## src/rtl/ifu_fetch_if.sv

```systemverilog
// Fetch-unit signal bundle: instruction-memory request/response bus, decode
// handshake, next-PC update from execute/writeback, and fetch status.
interface ifu_fetch_if #(
    parameter int CNT_W = 64
);
    logic             imem_req_valid;
    logic             imem_req_ready;
    logic [31:0]      imem_addr;
    logic             imem_rsp_valid;
    logic [31:0]      imem_rsp_data;
    logic             imem_rsp_err;
    logic [31:0]      real_ins;
    logic             ifu_valid;
    logic             idu_ready;
    logic [31:0]      pc;
    logic             pc_update_valid;
    logic [31:0]      next_pc;
    logic             fetch_fault;
    logic [CNT_W-1:0] fetch_count;

    // The fetch unit drives requests, the decode word and status.
    modport master (
        output imem_req_valid, imem_addr, real_ins, ifu_valid, pc,
               fetch_fault, fetch_count,
        input  imem_req_ready, imem_rsp_valid, imem_rsp_data, imem_rsp_err,
               idu_ready, pc_update_valid, next_pc
    );

    modport slave (
        input  imem_req_valid, imem_addr, real_ins, ifu_valid, pc,
               fetch_fault, fetch_count,
        output imem_req_ready, imem_rsp_valid, imem_rsp_data, imem_rsp_err,
               idu_ready, pc_update_valid, next_pc
    );
endinterface

```

## src/rtl/ifu_fetch.sv

```systemverilog
// Multicycle instruction fetch: one request in flight, word handed to decode
// over valid/ready, then waits for the next PC. Faults are sticky until reset.
module ifu_fetch #(
    parameter logic [31:0] RESET_PC = 32'h8000_0000,
    parameter int          CNT_W    = 64
) (
    input  logic         clk,
    input  logic         rst,
    ifu_fetch_if.master  bus
);

    typedef enum logic [2:0] {
        S_REQ,
        S_WAIT_RSP,
        S_VALID,
        S_WAIT_PC,
        S_FAULT
    } state_e;

    state_e           state_q;
    logic [31:0]      pc_q;
    logic [31:0]      ins_q;
    logic             req_valid_q;
    logic             ifu_valid_q;
    logic             fault_q;
    logic [CNT_W-1:0] count_q;
    logic [CNT_W-1:0] count_d;

    assign count_d = count_q + CNT_W'(1);

    // NOTE: all state updates use non-blocking assignments so every register
    // samples the pre-edge values regardless of statement order.
    always_ff @(posedge clk or negedge rst) begin
        if (!rst) begin
            state_q     <= S_REQ;
            pc_q        <= RESET_PC;
            ins_q       <= '0;
            req_valid_q <= 1'b1;
            ifu_valid_q <= 1'b0;
            fault_q     <= 1'b0;
            count_q     <= '0;
        end else begin
            case (state_q)
                S_REQ: begin
                    if (bus.imem_req_ready) begin
                        req_valid_q <= 1'b0;
                        state_q     <= S_WAIT_RSP;
                    end
                end

                // Responses are only looked at here, so stray or late ones elsewhere are dropped.
                S_WAIT_RSP: begin
                    if (bus.imem_rsp_valid) begin
                        if (bus.imem_rsp_err) begin
                            fault_q <= 1'b1;
                            state_q <= S_FAULT;
                        end else begin
                            ins_q       <= bus.imem_rsp_data;
                            ifu_valid_q <= 1'b1;
                            state_q     <= S_VALID;
                        end
                    end
                end

                S_VALID: begin
                    if (bus.idu_ready) begin
                        ifu_valid_q <= 1'b0;
                        count_q     <= count_d;
                        state_q     <= S_WAIT_PC;
                    end
                end

                // A misaligned target faults without disturbing the architectural PC.
                S_WAIT_PC: begin
                    if (bus.pc_update_valid) begin
                        if (bus.next_pc[1:0] == 2'b00) begin
                            pc_q        <= bus.next_pc;
                            req_valid_q <= 1'b1;
                            state_q     <= S_REQ;
                        end else begin
                            fault_q <= 1'b1;
                            state_q <= S_FAULT;
                        end
                    end
                end

                S_FAULT: begin
                    fault_q     <= 1'b1;
                    ifu_valid_q <= 1'b0;
                    req_valid_q <= 1'b0;
                end

                default: begin
                    fault_q     <= 1'b1;
                    ifu_valid_q <= 1'b0;
                    req_valid_q <= 1'b0;
                    state_q     <= S_FAULT;
                end
            endcase
        end
    end

    assign bus.imem_req_valid = req_valid_q;
    assign bus.imem_addr      = pc_q;
    assign bus.real_ins       = ins_q;
    assign bus.ifu_valid      = ifu_valid_q;
    assign bus.pc             = pc_q;
    assign bus.fetch_fault    = fault_q;
    assign bus.fetch_count    = count_q;

endmodule

```

## src/flat_wrapper.sv

```systemverilog
// flat-port wrapper written by rule: the top's interface ports become plain ports
module ifu_fetch_flat 
#(
    parameter logic [31:0] RESET_PC = 32'h8000_0000,
    parameter int          CNT_W    = 64
)
  (clk, rst, bus_imem_req_valid, bus_imem_addr, bus_real_ins, bus_ifu_valid, bus_pc, bus_fetch_fault, bus_fetch_count, bus_imem_req_ready, bus_imem_rsp_valid, bus_imem_rsp_data, bus_imem_rsp_err, bus_idu_ready, bus_pc_update_valid, bus_next_pc);
  ifu_fetch_if #(.CNT_W(CNT_W)) bus_i ();
  input  logic clk;
  input  logic rst;
  output wire logic [$bits(bus_i.imem_req_valid)-1:0] bus_imem_req_valid;
  output wire logic [$bits(bus_i.imem_addr)-1:0] bus_imem_addr;
  output wire logic [$bits(bus_i.real_ins)-1:0] bus_real_ins;
  output wire logic [$bits(bus_i.ifu_valid)-1:0] bus_ifu_valid;
  output wire logic [$bits(bus_i.pc)-1:0] bus_pc;
  output wire logic [$bits(bus_i.fetch_fault)-1:0] bus_fetch_fault;
  output wire logic [$bits(bus_i.fetch_count)-1:0] bus_fetch_count;
  input wire logic [$bits(bus_i.imem_req_ready)-1:0] bus_imem_req_ready;
  input wire logic [$bits(bus_i.imem_rsp_valid)-1:0] bus_imem_rsp_valid;
  input wire logic [$bits(bus_i.imem_rsp_data)-1:0] bus_imem_rsp_data;
  input wire logic [$bits(bus_i.imem_rsp_err)-1:0] bus_imem_rsp_err;
  input wire logic [$bits(bus_i.idu_ready)-1:0] bus_idu_ready;
  input wire logic [$bits(bus_i.pc_update_valid)-1:0] bus_pc_update_valid;
  input wire logic [$bits(bus_i.next_pc)-1:0] bus_next_pc;
  assign bus_imem_req_valid = bus_i.imem_req_valid;
  assign bus_imem_addr = bus_i.imem_addr;
  assign bus_real_ins = bus_i.real_ins;
  assign bus_ifu_valid = bus_i.ifu_valid;
  assign bus_pc = bus_i.pc;
  assign bus_fetch_fault = bus_i.fetch_fault;
  assign bus_fetch_count = bus_i.fetch_count;
  assign bus_i.imem_req_ready = bus_imem_req_ready;
  assign bus_i.imem_rsp_valid = bus_imem_rsp_valid;
  assign bus_i.imem_rsp_data = bus_imem_rsp_data;
  assign bus_i.imem_rsp_err = bus_imem_rsp_err;
  assign bus_i.idu_ready = bus_idu_ready;
  assign bus_i.pc_update_valid = bus_pc_update_valid;
  assign bus_i.next_pc = bus_next_pc;
  ifu_fetch #(.RESET_PC(RESET_PC), .CNT_W(CNT_W)) u_core (.clk(clk), .rst(rst), .bus(bus_i));
endmodule
```

## config.mk

```make
export PLATFORM = sky130hd
export DESIGN_NAME = ifu_fetch_flat
export DESIGN_NICKNAME = d
export VERILOG_FILES = /design/src/rtl/ifu_fetch_if.sv /design/src/rtl/ifu_fetch.sv /design/src/flat_wrapper.sv
export SDC_FILE = /design/constraint.sdc
export NUM_CORES = 1
export LEC_CHECK = 0
export CORE_MARGIN = 5
export CORE_UTILIZATION = 45
export DETAILED_ROUTE_END_ITERATION = 8
export DONT_BUFFER_PORTS = 1
export GPL_TIMING_DRIVEN = 0
export PLACE_DENSITY = 0.72
export SLEW_MARGIN = 30
export SYNTH_ARGS = -nofsm -noshare
export SYNTH_HDL_FRONTEND = slang
export SYNTH_SLANG_ARGS = --single-unit
export TNS_END_PERCENT = 10
```

## constraint.sdc

```tcl
create_clock -name clk -period 2.4 [get_ports clk]
set_input_delay 0.12 -clock clk [delete_from_list [all_inputs] [get_ports clk]]
set_output_delay 0.12 -clock clk [all_outputs]
set_load 0.01 [all_outputs]
```

# Word-level counts from Yosys, hierarchy flattened
# Index checks and enable logic that the tools add are counted.
# W data, S select, Z words.
# classes
reduce_logical,12
addsub,1
eq_ne,12
muxes,20
n_bitwise,5
# op_table
cell,n
$add A64 B1 Y64 const B,1
$mux W3,6
$pmux W3 S5,1
$ne A2 B2 Y1 const B,7
$mux W1,10
$reduce_and A5 Y1,2
$pmux W1 S3,3
$reduce_and A4 Y1,2
$eq A3 B2 Y1 const B,2
$reduce_and A3 Y1,2
$reduce_or A2 Y1,3
$not A1 Y1,5
$eq A3 B1 Y1 const B,1
$eq A3 B3 Y1 const B,1
$logic_not A3 Y1,1
$logic_not A2 Y1,1
$ne A2 B1 Y1 const B,1
$reduce_and A2 Y1,1
# word_totals
word_cells,57
ff_bits,134
in_bits,71

# Longest topological paths before layout
# depth
word_depth,4
mapped_depth,8
mapped_depth_nobuf,6

# Worst setup path after synthesis
# OpenSTA, ideal clock, no wires.
# synth_timing
path_type,register to register
startpoint,"reg u_core.count_q[24], in the netlist u_core.bus.fetch_count[24]"
endpoint,"reg u_core.count_q[61], in the netlist u_core.bus.fetch_count[61]"
path_stages_with_launch,7
path_slack_ns,0.488
arrival_ns,1.833
setup_time_ns,0.079
period_less_slack_ns,1.912
path_cell_list,dfrtp_1 > nand4_1 > or4_4 > nand4b_4 > buf_6 > nor3_2 > xor2_1
# synth_via
elab_chain_cells,1
# synth_rtl
item,line,rtl
"start, declared",ifu_fetch.sv:26,logic [CNT_W-1:0] count_q;
"start signal, assigned",ifu_fetch.sv:68,count_q <= count_d;
$add A64 B1 Y64,ifu_fetch.sv:29,assign count_d = count_q + CNT_W'(1);
# Every way passes these cells.
# A chain may end at the register's enable or synchronous reset.

# Worst setup path in the final report
# layout_timing
startpoint,reg u_core.state_q[0]
endpoint,"reg u_core.count_q[38], in the netlist u_core.bus.fetch_count[38]"
# layout_via
elab_chain_cells,2
# layout_rtl
item,line,rtl
"start, declared",ifu_fetch.sv:20,state_e state_q;
"start signal, assigned",ifu_fetch.sv:35,state_q <= S_REQ;
"start signal, assigned",ifu_fetch.sv:47,state_q <= S_WAIT_RSP;
"start signal, assigned",ifu_fetch.sv:56,state_q <= S_FAULT;
$eq A3 B2 Y1,ifu_fetch.sv:43,case (state_q)
$reduce_and A2 Y1 (no source line),--,
# Every way passes these cells.

==> summary.md <==
| Metric | Value |
|---|---|
| Outcome | finished with violations |
| Violations in the final reports | hold timing |
| Fraction of the mapped netlist area in compound gates | 0.009551 |
| Peak clock frequency supported by timing | 448.7 MHz |
| WL/cell | 19.16 microns |
| Largest net degree at the start of global routing | 135 |
| Xor/xnor cell area share of the yosys netlist | 0.09157 |
| H-Tree Level Count | 4 |
| DRC viols | 0 |
| I/O pins | 234 |
| Number of iterations in the first detailed-routing pass | 4 |
| Source-to-sink clock delay at the later pin of the worst-skew pair | 410 ps |
| Post-route worst hold slack | -595.5 ps |
| Fraction of synthesized area in multiplexers | 0.1159 |
| Cell with the largest stage delay on the worst path | dfrtp_1 |
| Top flip-flop cell by instance count after synthesis | dfrtp_1 |
| Capture point of the worst path | u_core.bus.fetch_count[38] |
| Startpoint type of the worst setup path | flop |
| Reg-to-reg endpoint | u_core.bus.fetch_count[38] |
| Post-Syn Instances | 476 |
| Cells along the critical path | buf_6, nand4bb_1, buf_4, nor3_4, nand4b_4, buf_6, nor3_2, xor2_1 |
| R2R depth | 8 |
| Placeable core area | 13190 sq um |
| Num Clock Sinks | 134 |
| Highest layer used for signal routing | met4 |
| Sequential share of the synthesized area | 0.5569 |
| Standby leakage power | 0.003648 uW |
| Net count after synthesis | 548 |
| Root buf cell | clkbuf_16 |
| Most instantiated cells after synthesis | dfrtp_1, mux2_2, xor2_1 |
| Post-route minimum period | 2229 ps |
| Register bit count reported by yosys | 134 |
| Total Negative Setup Slacks | 0 ps |
| Most common cell type on the critical path | buf_6 |
| Main combinational cell family by area after synthesis | simple AND/OR/NAND/NOR gates |
| Post-CTS Setup Repair Bufs | 0 |
| Global route total overflow | 0 |
| Die X-Extent | 125.7 microns |
| Number of global-route vias before repair | 4137 |
| Number of vias per cell | 5.291 |
| Effective utilization at floorplan | 0.4568 |
| Placed wire-length estimate after detailed placement | 9858 microns |
| Met2 WL post-DR | 7349 microns |
| Post-synthesis simple-gate area fraction | 0.1613 |
| Crit path depth | 8 |
| Antenna-violating nets left | 0 |
| Critical Path Fanout Max | 10 |
| Portion of synthesized cell area occupied by the leading cell type | 0.5482 |
| Clock Pin Slew Worst Setup and Hold Paths | 60 ps |
| Startpoint of the lowest-slack register-to-register path | u_core.state_q[0] |
| Number of antenna violations at the first check in global routing | 0 |
| Total inserted antenna cells | 0 |
| RD Place Congestion | 0.7985 |
| Worst-margin pin slew | 835.9 ps |
| CTS tree | done |
| Final worst-path cycle share | 0.9287 |
| Worst stage delay on the critical path | 370 ps |
| Critical Path Sink Type | flop |
| Share of post-route cells with drive strength above 1 | 0.2865 |
| Iteration-0 DRC count of the detailed router | 211 |
| Cell row count | 42 |
| Total clock buffers created by CTS | 17 |
| Worst endpoint required time | 2730 ps |
| First-pass GRT wire length | 23180 microns |
| Netlist area before placement | 6026 sq um |
| Critical path class | flop to flop |
| Count of final hold-check violations | 134 |
| Met1 Routed Length | 5503 microns |
| Hold_buf cts | 69 |
| Post-route clock skew | 7.817 ps |
| Dominant cells by area after synthesis | dfrtp_1, mux2_2, xor2_1, buf_4, xnor2_1 |
| Share of async-settable or async-resettable flops after synthesis | 1.000 |
| Buffers plus inverters on the worst setup path | 3 |
| Die outline area | 15800 sq um |
| Unrepaired setup endpoints after global routing | false |
| Worst setup path start | u_core.state_q[0] |
| Pins Over Slew Limit | 0 |
| IR drop worst, VDD | 0.3686 mV |
| Arrival time of data at the critical path endpoint | 2560 ps |
| Slew headroom | 0.4427 |
| Adder-cell share of the synthesized area | 0.002076 |
| Post-synth EDFFs | 0 |
| Cell taking the most area after synthesis | dfrtp_1 |
| Hold Path Class | input port to asynchronous set/reset pin |
| WL final | 14410 microns |
| Met3 WL | 1132 microns |
| Layout overhead on the synthesized area | 24.17% |
| Number of library cell types mapped by synthesis | 45 |
| Number of nets at the end of the flow | 636 |
| Yosys warns | 0 |
| Worst R2R Setup Slack | 170 ps |
| Total via count in the routed design | 3979 |
| Power per standard cell area | 633.7 nW/um^2 |
| CTS max path bufs | 2 |
| Library cell with the highest instance count after synthesis | dfrtp_1 |
| Maximum Capacitance Violations | 0 |
| Number of setup violations in the final report | 0 |
| Die Ht | 125.7 microns |
| Post-Synthesis Mean Instance Area | 12.66 sq um |
| Count of buffers inserted at the top-level ports | 0 |
| Total Routing Usage GR | 0.1835 |
| Cell type group with the largest total delay on the critical path | simple AND/OR/NAND/NOR gates |
-- cell usage in the layout, fill, tap and decap left out, types with 5 or more instances in the layout --
cell type and instances:
dfrtp_1 130, dlygate4sd3_1 69, mux2_2 62, xor2_1 37, buf_4 33, nand2_1 31
xnor2_1 26, nor2_1 25, clkbuf_16 17, inv_1 16, nand4_1 16, nand3_1 14
nor3_2 13, nor3_1 8, clkbuf_1 7, nor4_1 5, nor4_2 5, clkinv_2 5
-- timing repair --
action	4_1_cts	5_1_grt
resized for setup	0	2
endpoints found under the hold margin	201	134
endpoints found under the setup margin	0	5
-- flip-flops by register name (all words and copies together), names as in the netlist --
signal / cells
u_core.bus.fetch_count: 64
u_core.state_q: 3
u_core.bus.ifu_valid: 1
u_core.bus.imem_req_valid: 1
u_core.bus.imem_addr: 32
u_core.bus.fetch_fault: 1
u_core.bus.real_ins: 32
-- layout make-up --
class	count	area [sq um]
fill	1056	5708
sequential	134	3358
multi-input combinational	281	2292
timing repair buffer	69	690.7
clock buffer	22	464.2
buffer	45	317.8
tap	176	220.2
clock inverter	9	78.83
inverter	16	60.06
-- cells by family after synthesis --
group,count (synthesis)
simple gates,148
compound gates,7
fa+ha+maj,1
buf+inv,61
flops,134
mux,62
xor+xnor,63
-- through the flow --
step	cell area, sq um	cells	setup WS [ps]	util	total power, uW
after global routing	7482	752	2.500	0.5673	4887
after detailed placement	6246	652	155.0	0.4735	2303
after global placement	6246	652	198.1	0.4735	2303
after CTS	7480	752	125.3	0.5671	4774
after floorplan	6026	476	487.8	-	2304
final	7482	752	171.2	0.5673	4742
-- how the worst min path moves through the flow --
stage	startpoint	end	slack, ps	depth (start not counted)
5_1_grt	rst	u_core.bus.real_ins[1]	-620	0
6_report	rst	u_core.bus.real_ins[23]	-600	0
2_1_floorplan	rst	u_core.bus.fetch_count[0]	-180	0
3_3_place_gp	rst	u_core.bus.real_ins[1]	-170	0
4_1_cts	rst	u_core.bus.real_ins[1]	-610	0
3_5_place_dp	rst	u_core.bus.real_ins[1]	-170	0
-- per-layer routing --
metal  up-vias  global-route usage
met5         -                   0
met4         0             0.09120
met3        33             0.06605
met2       173              0.3046
met1      1995              0.2101
li1       1778                   -
-- power by group --
part / internal (uW) / switching [uW] / total, uW
sequential: 2260 / 0 / 2260
clock: 1460 / 923 / 2390
combinational: 73.2 / 19.9 / 93.1
(Power assumes the default switching activity.)
